===== config.mk =====
export PLATFORM = sky130hd
export DESIGN_NAME = bambu_host_ctrl
export DESIGN_NICKNAME = d
export VERILOG_FILES = /design/src/rtl/bambu_host_pkg.sv /design/src/rtl/bambu_sat_counter.sv /design/src/rtl/bambu_host_ctrl.sv
export SDC_FILE = /design/constraint.sdc
export NUM_CORES = 1
export LEC_CHECK = 0
export CORE_ASPECT_RATIO = 1.75
export CORE_MARGIN = 2
export CORE_UTILIZATION = 50
export DETAILED_ROUTE_END_ITERATION = 8
export GPL_ROUTABILITY_DRIVEN = 0
export PLACE_DENSITY = 0.8
export SLEW_MARGIN = 20
export SYNTH_ARGS = -nofsm -noshare
export SYNTH_HDL_FRONTEND = slang
export SYNTH_HIERARCHICAL = 1
export SYNTH_SLANG_ARGS = --single-unit

===== constraint.sdc =====
create_clock -name clock -period 2.5 [get_ports clock]
set_input_delay 0.5 -clock clock [delete_from_list [all_inputs] [get_ports clock]]
set_output_delay 0.5 -clock clock [all_outputs]
set_load 0.05 [all_outputs]

===== src/rtl/bambu_host_pkg.sv =====
// Shared types for the Bambu host-side controller:
// command ops, response status, FSM state encoding and counter width.
package bambu_host_pkg;

   localparam int CNT_W = 32;

   typedef enum logic [1:0] {
      OP_WRITE = 2'd0,
      OP_READ  = 2'd1,
      OP_RUN   = 2'd2,
      OP_RSVD  = 2'd3
   } op_e;

   typedef enum logic [1:0] {
      ST_OK      = 2'd0,
      ST_TIMEOUT = 2'd1,
      ST_BAD_OP  = 2'd2
   } status_e;

   typedef logic [2:0] state_t;

   localparam state_t FSM_IDLE      = 3'd0;
   localparam state_t FSM_MEM_REQ   = 3'd1;
   localparam state_t FSM_MEM_WAIT  = 3'd2;
   localparam state_t FSM_RUN_START = 3'd3;
   localparam state_t FSM_RUN_WAIT  = 3'd4;
   localparam state_t FSM_RESP      = 3'd5;

endpackage


===== src/rtl/bambu_sat_counter.sv =====
// Saturating up-counter with synchronous clear and enable.
// `value` is the count including the current cycle (q+1, saturated).
module bambu_sat_counter
   import bambu_host_pkg::*;
#(
   parameter int W = CNT_W
) (
   input  logic         clock,
   input  logic         reset,
   input  logic         clear,
   input  logic         enable,
   output logic [W-1:0] value
);

   logic [W-1:0] q;

   assign value = (&q) ? q : q + W'(1);

   always_ff @(posedge clock or posedge reset) begin
      if (reset) begin
         q <= '0;
      end else if (clear) begin
         q <= '0;
      end else if (enable) begin
         q <= value;
      end
   end

endmodule


===== src/rtl/bambu_host_ctrl.sv =====
// Host-side command controller for a Bambu `main` accelerator (slave port ch 0).
// Optional wait timeout enabled by defining BAMBU_HOST_CTRL_TIMEOUT_EN.
module bambu_host_ctrl
   import bambu_host_pkg::*;
#(
   parameter int          CHANNELS       = 2,
   parameter int          BITSIZE_ADDR   = 7,
   parameter int          BITSIZE_DATA   = 8,
   parameter int          BITSIZE_SIZE   = 4,
   parameter int unsigned TIMEOUT_CYCLES = 200000000
) (
   input  logic                             clock,
   input  logic                             reset,
   input  logic                             cmd_valid,
   output logic                             cmd_ready,
   input  logic [1:0]                       cmd_op,
   input  logic [BITSIZE_ADDR-1:0]          cmd_addr,
   input  logic [BITSIZE_DATA-1:0]          cmd_wdata,
   input  logic [BITSIZE_SIZE-1:0]          cmd_size,
   output logic                             rsp_valid,
   input  logic                             rsp_ready,
   output logic [31:0]                      rsp_data,
   output logic [1:0]                       rsp_status,
   output logic                             spurious_done,
   output logic                             start_port,
   input  logic                             done_port,
   output logic [CHANNELS-1:0]              S_oe_ram,
   output logic [CHANNELS-1:0]              S_we_ram,
   output logic [CHANNELS*BITSIZE_ADDR-1:0] S_addr_ram,
   output logic [CHANNELS*BITSIZE_DATA-1:0] S_Wdata_ram,
   output logic [CHANNELS*BITSIZE_SIZE-1:0] S_data_ram_size,
   input  logic [CHANNELS*BITSIZE_DATA-1:0] Sout_Rdata_ram,
   input  logic [CHANNELS-1:0]              Sout_DataRdy
);

   state_t                  state_q;
   state_t                  state_d;
   op_e                     op_q;
   logic [BITSIZE_ADDR-1:0] addr_q;
   logic [BITSIZE_DATA-1:0] wdata_q;
   logic [BITSIZE_SIZE-1:0] size_q;
   logic [CNT_W-1:0]        data_q;
   status_e                 status_q;
   logic                    armed_q;
   logic                    spur_q;

   logic                    accept;
   logic                    ld;
   logic [CNT_W-1:0]        ld_data;
   status_e                 ld_status;
   logic [CNT_W-1:0]        cyc_cnt;
   logic [CNT_W-1:0]        wait_cnt;
   logic                    tmo_hit;
   logic                    in_run;

   // armed_q keeps cmd_ready low while reset is held
   assign accept = (state_q == FSM_IDLE) && armed_q && cmd_valid;
   assign in_run = (state_q == FSM_RUN_START) ||
                   (state_q == FSM_RUN_WAIT);

   bambu_sat_counter #(.W(CNT_W)) u_cyc_cnt (
      .clock  (clock),
      .reset  (reset),
      .clear  (state_q == FSM_RUN_START),
      .enable (state_q == FSM_RUN_WAIT),
      .value  (cyc_cnt)
   );

`ifdef BAMBU_HOST_CTRL_TIMEOUT_EN
   logic start_wait;
   logic in_wait;

   assign start_wait = (state_q == FSM_MEM_REQ) ||
                       (state_q == FSM_RUN_START);
   assign in_wait    = (state_q == FSM_MEM_WAIT) ||
                       (state_q == FSM_RUN_WAIT);

   bambu_sat_counter #(.W(CNT_W)) u_wait_cnt (
      .clock  (clock),
      .reset  (reset),
      .clear  (start_wait),
      .enable (in_wait),
      .value  (wait_cnt)
   );

   assign tmo_hit = wait_cnt >= CNT_W'(TIMEOUT_CYCLES);
`else
   logic unused_tmo;

   assign wait_cnt   = '0;
   assign tmo_hit    = 1'b0;
   assign unused_tmo = ^TIMEOUT_CYCLES;
`endif

   always_comb begin
      state_d   = state_q;
      ld        = 1'b0;
      ld_data   = '0;
      ld_status = ST_OK;
      case (state_q)
         FSM_IDLE: begin
            if (accept) begin
               unique case (1'b1)
                  (cmd_op == OP_WRITE),
                  (cmd_op == OP_READ): state_d = FSM_MEM_REQ;
                  (cmd_op == OP_RUN):  state_d = FSM_RUN_START;
                  default: begin
                     state_d   = FSM_RESP;
                     ld        = 1'b1;
                     ld_status = ST_BAD_OP;
                  end
               endcase
            end
         end
         FSM_MEM_REQ: state_d = FSM_MEM_WAIT;
         FSM_MEM_WAIT: begin
            if (Sout_DataRdy[0]) begin
               state_d = FSM_RESP;
               ld      = 1'b1;
               if (op_q == OP_READ) begin
                  ld_data = CNT_W'(Sout_Rdata_ram[BITSIZE_DATA-1:0]);
               end
            end else if (tmo_hit) begin
               state_d   = FSM_RESP;
               ld        = 1'b1;
               ld_data   = wait_cnt;
               ld_status = ST_TIMEOUT;
            end
         end
         FSM_RUN_START: begin
            // done coinciding with the start pulse reports zero cycles
            if (done_port) begin
               state_d = FSM_RESP;
               ld      = 1'b1;
            end else begin
               state_d = FSM_RUN_WAIT;
            end
         end
         FSM_RUN_WAIT: begin
            if (done_port) begin
               state_d = FSM_RESP;
               ld      = 1'b1;
               ld_data = cyc_cnt;
            end else if (tmo_hit) begin
               state_d   = FSM_RESP;
               ld        = 1'b1;
               ld_data   = wait_cnt;
               ld_status = ST_TIMEOUT;
            end
         end
         FSM_RESP: begin
            if (rsp_ready) state_d = FSM_IDLE;
         end
         default: state_d = FSM_IDLE;
      endcase
   end

   always_ff @(posedge clock or posedge reset) begin
      if (reset) begin
         state_q  <= FSM_IDLE;
         armed_q  <= 1'b0;
         spur_q   <= 1'b0;
         op_q     <= OP_WRITE;
         addr_q   <= '0;
         wdata_q  <= '0;
         size_q   <= '0;
         data_q   <= '0;
         status_q <= ST_OK;
      end else begin
         state_q <= state_d;
         armed_q <= 1'b1;
         if (done_port && !in_run) spur_q <= 1'b1;
         if (accept) begin
            op_q    <= op_e'(cmd_op);
            addr_q  <= cmd_addr;
            wdata_q <= cmd_wdata;
            size_q  <= cmd_size;
         end
         if (ld) begin
            data_q   <= ld_data;
            status_q <= ld_status;
         end
      end
   end

   always_comb begin
      S_oe_ram        = '0;
      S_we_ram        = '0;
      S_addr_ram      = '0;
      S_Wdata_ram     = '0;
      S_data_ram_size = '0;
      if (state_q == FSM_MEM_REQ) begin
         S_addr_ram[BITSIZE_ADDR-1:0]      = addr_q;
         S_data_ram_size[BITSIZE_SIZE-1:0] = size_q;
         S_we_ram[0] = (op_q == OP_WRITE);
         S_oe_ram[0] = (op_q == OP_READ);
         if (op_q == OP_WRITE) begin
            S_Wdata_ram[BITSIZE_DATA-1:0] = wdata_q;
         end
      end
   end

   // channel 1 of the slave port is never used
   logic unused_ch1;
   assign unused_ch1 = ^{Sout_DataRdy[CHANNELS-1:1],
      Sout_Rdata_ram[CHANNELS*BITSIZE_DATA-1:BITSIZE_DATA]};

   assign cmd_ready     = (state_q == FSM_IDLE) && armed_q;
   assign rsp_valid     = (state_q == FSM_RESP);
   assign rsp_data      = 32'(data_q);
   assign rsp_status    = status_q;
   assign start_port    = (state_q == FSM_RUN_START);
   assign spurious_done = spur_q;

endmodule

==> out/results.txt <==
Status - finished clean
Crit path from - state_q[2]
Top post-synthesis cells by count - dfrtp_1, nor2_1, a32o_1
Area leader, netlist - dfrtp_1
CTS Sinks - 91
Number of synthesis warnings - 6
CP cell instances - buf_4 -> nor3b_1 -> nor3b_4 -> buf_4 -> and2_2 -> buf_12
CTS tree - yes
Top-count cell post-synth - dfrtp_1
Vias - 4342
Worst r2r path cells - 10
Area of the multi-input gates - 2600 µm²
Post-synth ARST share - 100%
RSZ-0062 raised after global routing - false
Worst EP required - 2000 ps
Diode count - 0
Sequential Power Share - 33.3%
Crit start category - flop
Mapped Cells - 504
Die height - 139 µm
Number of max-cap violations - 0
Die X - 81.0 µm
Final clock skew - 8.30 ps
Reg2reg end - rsp_data[2]
Cell Pwr Density - 855 nW/µm²
Worst-margin pin slew - 741 ps
Deepest level of the CTS H-tree - 3
Critical Path End Type - primary output
Clk buf depth - 2
Clock root cell - clkbuf_16
Routed WL - 13200 µm
Synth Area per Inst - 10.3 µm²
Detail Placement HPWL - 9580 µm
Final Cycle Share - 94.9%
Layout cells sized above 1 - 22.0%
Core Footprint - 10200 µm²
Highest-delay cell along the critical path - dfrtp_1
Fmax - 421 MHz
CTS buffer count - 9
Clock Latency Late Sink - 350 ps
Drt wl/cell - 18.0 µm
Number of synthesized register bits - 91
WS Path Type - reg -> out
Fin nets - 645
Ranking of synthesized cells by area - dfrtp_1, a32o_1, mux2_2, xor2_1, buf_4
# DRC - 0
Die area - 11200 µm²
Crit path to - S_Wdata_ram[2]
FILL cells - 803
Hold path cells - 2
Setup slack, reg-to-reg - 200 ps
Netlist cell types - 58
Boundary pin count - 124
Most used cell, CP - buf_4
Post-synth top area share - 43.9%
Post-synth EDFFs - 0
VDD IR max - 0.769 mV
DR vias/cell - 5.93
Vias in the first global route - 4461
Pint - 3680 µW
Final worst slack - 127 ps
Global-route wire length before repair - 21700 µm
Cell count after placement - 714
Worst-path maximum fanout - 9
Fin crit period - 2370 ps
Area growth syn-to-layout - 31.9%
Reg clk slew, reported paths - 70 ps
Power share of the clock group - 25.3%
Worst Hold Class - reg -> reg
Comb pwr share - 41.4%
Initial antenna violation count - 0
Total track usage - 24.8%
Largest net degree at the start of global routing - 60
Sw power - 2170 µW
Hold Vio Cnt, Final - 0
DRT Pass-1 Iters - 6
Storage element area - 2280 µm²
Arr. time, crit path - 1870 ps
Worst slack, placed - 182 ps
Finished Layout Cells - 732
Grt total ovfl - 0
Register area share after synthesis - 43.9%
CTS hold repair buffers - 0
DRT iter0 DRCs - 402
Reg2reg start - u_cyc_cnt/q[0]
Max incr delay on CP - 370 ps
Initial Util - 50.9%
Floorplan row count - 49
PortBufs - 92
Final Max Tran Viols - 0
Antenna Nets Post-Route - 0
Final setup viols - 0
Slew Limit Headroom - 50.5%
Setup TNS - 0 ps
Switching portion of total power - 37.1%
Cell area after synthesis - 5180 µm²
Post-synth top flop - dfrtp_1
Leakage Power - 0.00303 µW
-- cell type report --
type | instances | share of cell area, %
Sequential cell | 91 | 33.3
Multi-Input combinational cell | 361 | 38.1
Clock buffer | 10 | 3.50
Inverter | 11 | 0.604
Tap cell | 127 | 2.32
Timing Repair Buffer | 126 | 20.9
Clock inverter | 6 | 1.30
-- metal layers --
metal,vias up,global-route usage (%),wire length [µm]
li1,1997,-,-
met1,2121,26.6,4660
met2,185,43.2,7220
met3,39,6.64,806
met4,0,12.8,481
met5,-,0,0
-- worst min-delay path by stage --
stage | from | to | slack (ps)
floorplan | wdata_q[3] | wdata_q[3] | 470
global placement | spurious_done | spurious_done | 460
detailed placement | spurious_done | spurious_done | 450
CTS | spurious_done | spurious_done | 480
global route | addr_q[0] | addr_q[0] | 510
finish | spurious_done | spurious_done | 480
-- critical path, delay by kind of cell, from the launching register on --
family	cells	cell delay, ps
buffers and inverters	3	500
and+or+nand+nor	3	670
DFF	1	370
-- repair_timing --
action | 4_1_cts | 5_1_grt
setup endpoints to repair | 8 | 2
endpoints found under the hold margin | 0 | 0
buffers inserted | 2 | 0
gates resized for setup | 0 | 1
-- layout by cell type, fill, tap and decap left out, types with 7 or more instances in the layout --
cell             synthesis  routed
a21oi_1                 22      22
a31o_2                   9       9
a32o_1                  31      31
and2_1                  23      15
and2_2                   0       8
and3_1                  10      10
buf_12                   0      25
buf_4                   22      33
clkbuf_16                0       9
clkdlybuf4s50_1          0      68
conb_1                   2      23
dfrtp_1                 91      91
inv_1                   11      10
mux2_2                  25      25
nand2_1                 17      17
nand3_1                 16      16
nand4_1                 16      16
nor2_1                  33      33
nor3_1                  11      10
o21ai_0                 12      12
o31ai_1                  7       7
or3_1                    9       9
or4_1                    8       8
xnor2_1                 16      16
xor2_1                  22      22
-- kinds of logic (layout without fill, tap and decap cells) --
family	after synthesis	in the layout	share of synthesized area, %
AO/OA/AOI/OAI	97	97	14.6
XOR/XNOR	38	38	6.42
adder cells (fa/ha/maj)	1	1	0.241
buffers and inverters	73	153	8.35
flip-flops	91	91	43.9
multiplexers	27	27	5.82
other	2	23	0.145
AND/OR/NAND/NOR	175	175	20.5
-- state kept, by name (all words and copies together), names as in the netlist --
signal,count
wdata_q,8
armed_q,1
size_q,4
spurious_done,1
rsp_status,1
rsp_data,32
state_q,3
op_q,2
u_cyc_cnt/q,32
addr_q,7
-- power groups by stage --
stage | clock network (µW) | logic, µW | registers, µW
after floorplan | 0 | 1380 | 2090
final | 1480 | 2420 | 1950
after global routing | 1570 | 2560 | 1980
after detailed placement | 0 | 2410 | 1970
after CTS | 1500 | 2430 | 1940
after global placement | 0 | 2360 | 1950
-- metrics by stage --
step           total power [µW]  hold WS, ps  util (%)  area, µm²
2_1_floorplan              3470          472         -       5280
4_1_cts                    5880          485      67.1       6830
3_5_place_dp               4380          453      63.7       6490
6_report                   5850          478      67.2       6840
3_3_place_gp               4310          456      63.7       6490
5_1_grt                    6110          514      67.2       6840
Power figures use the tool's default switching activity.
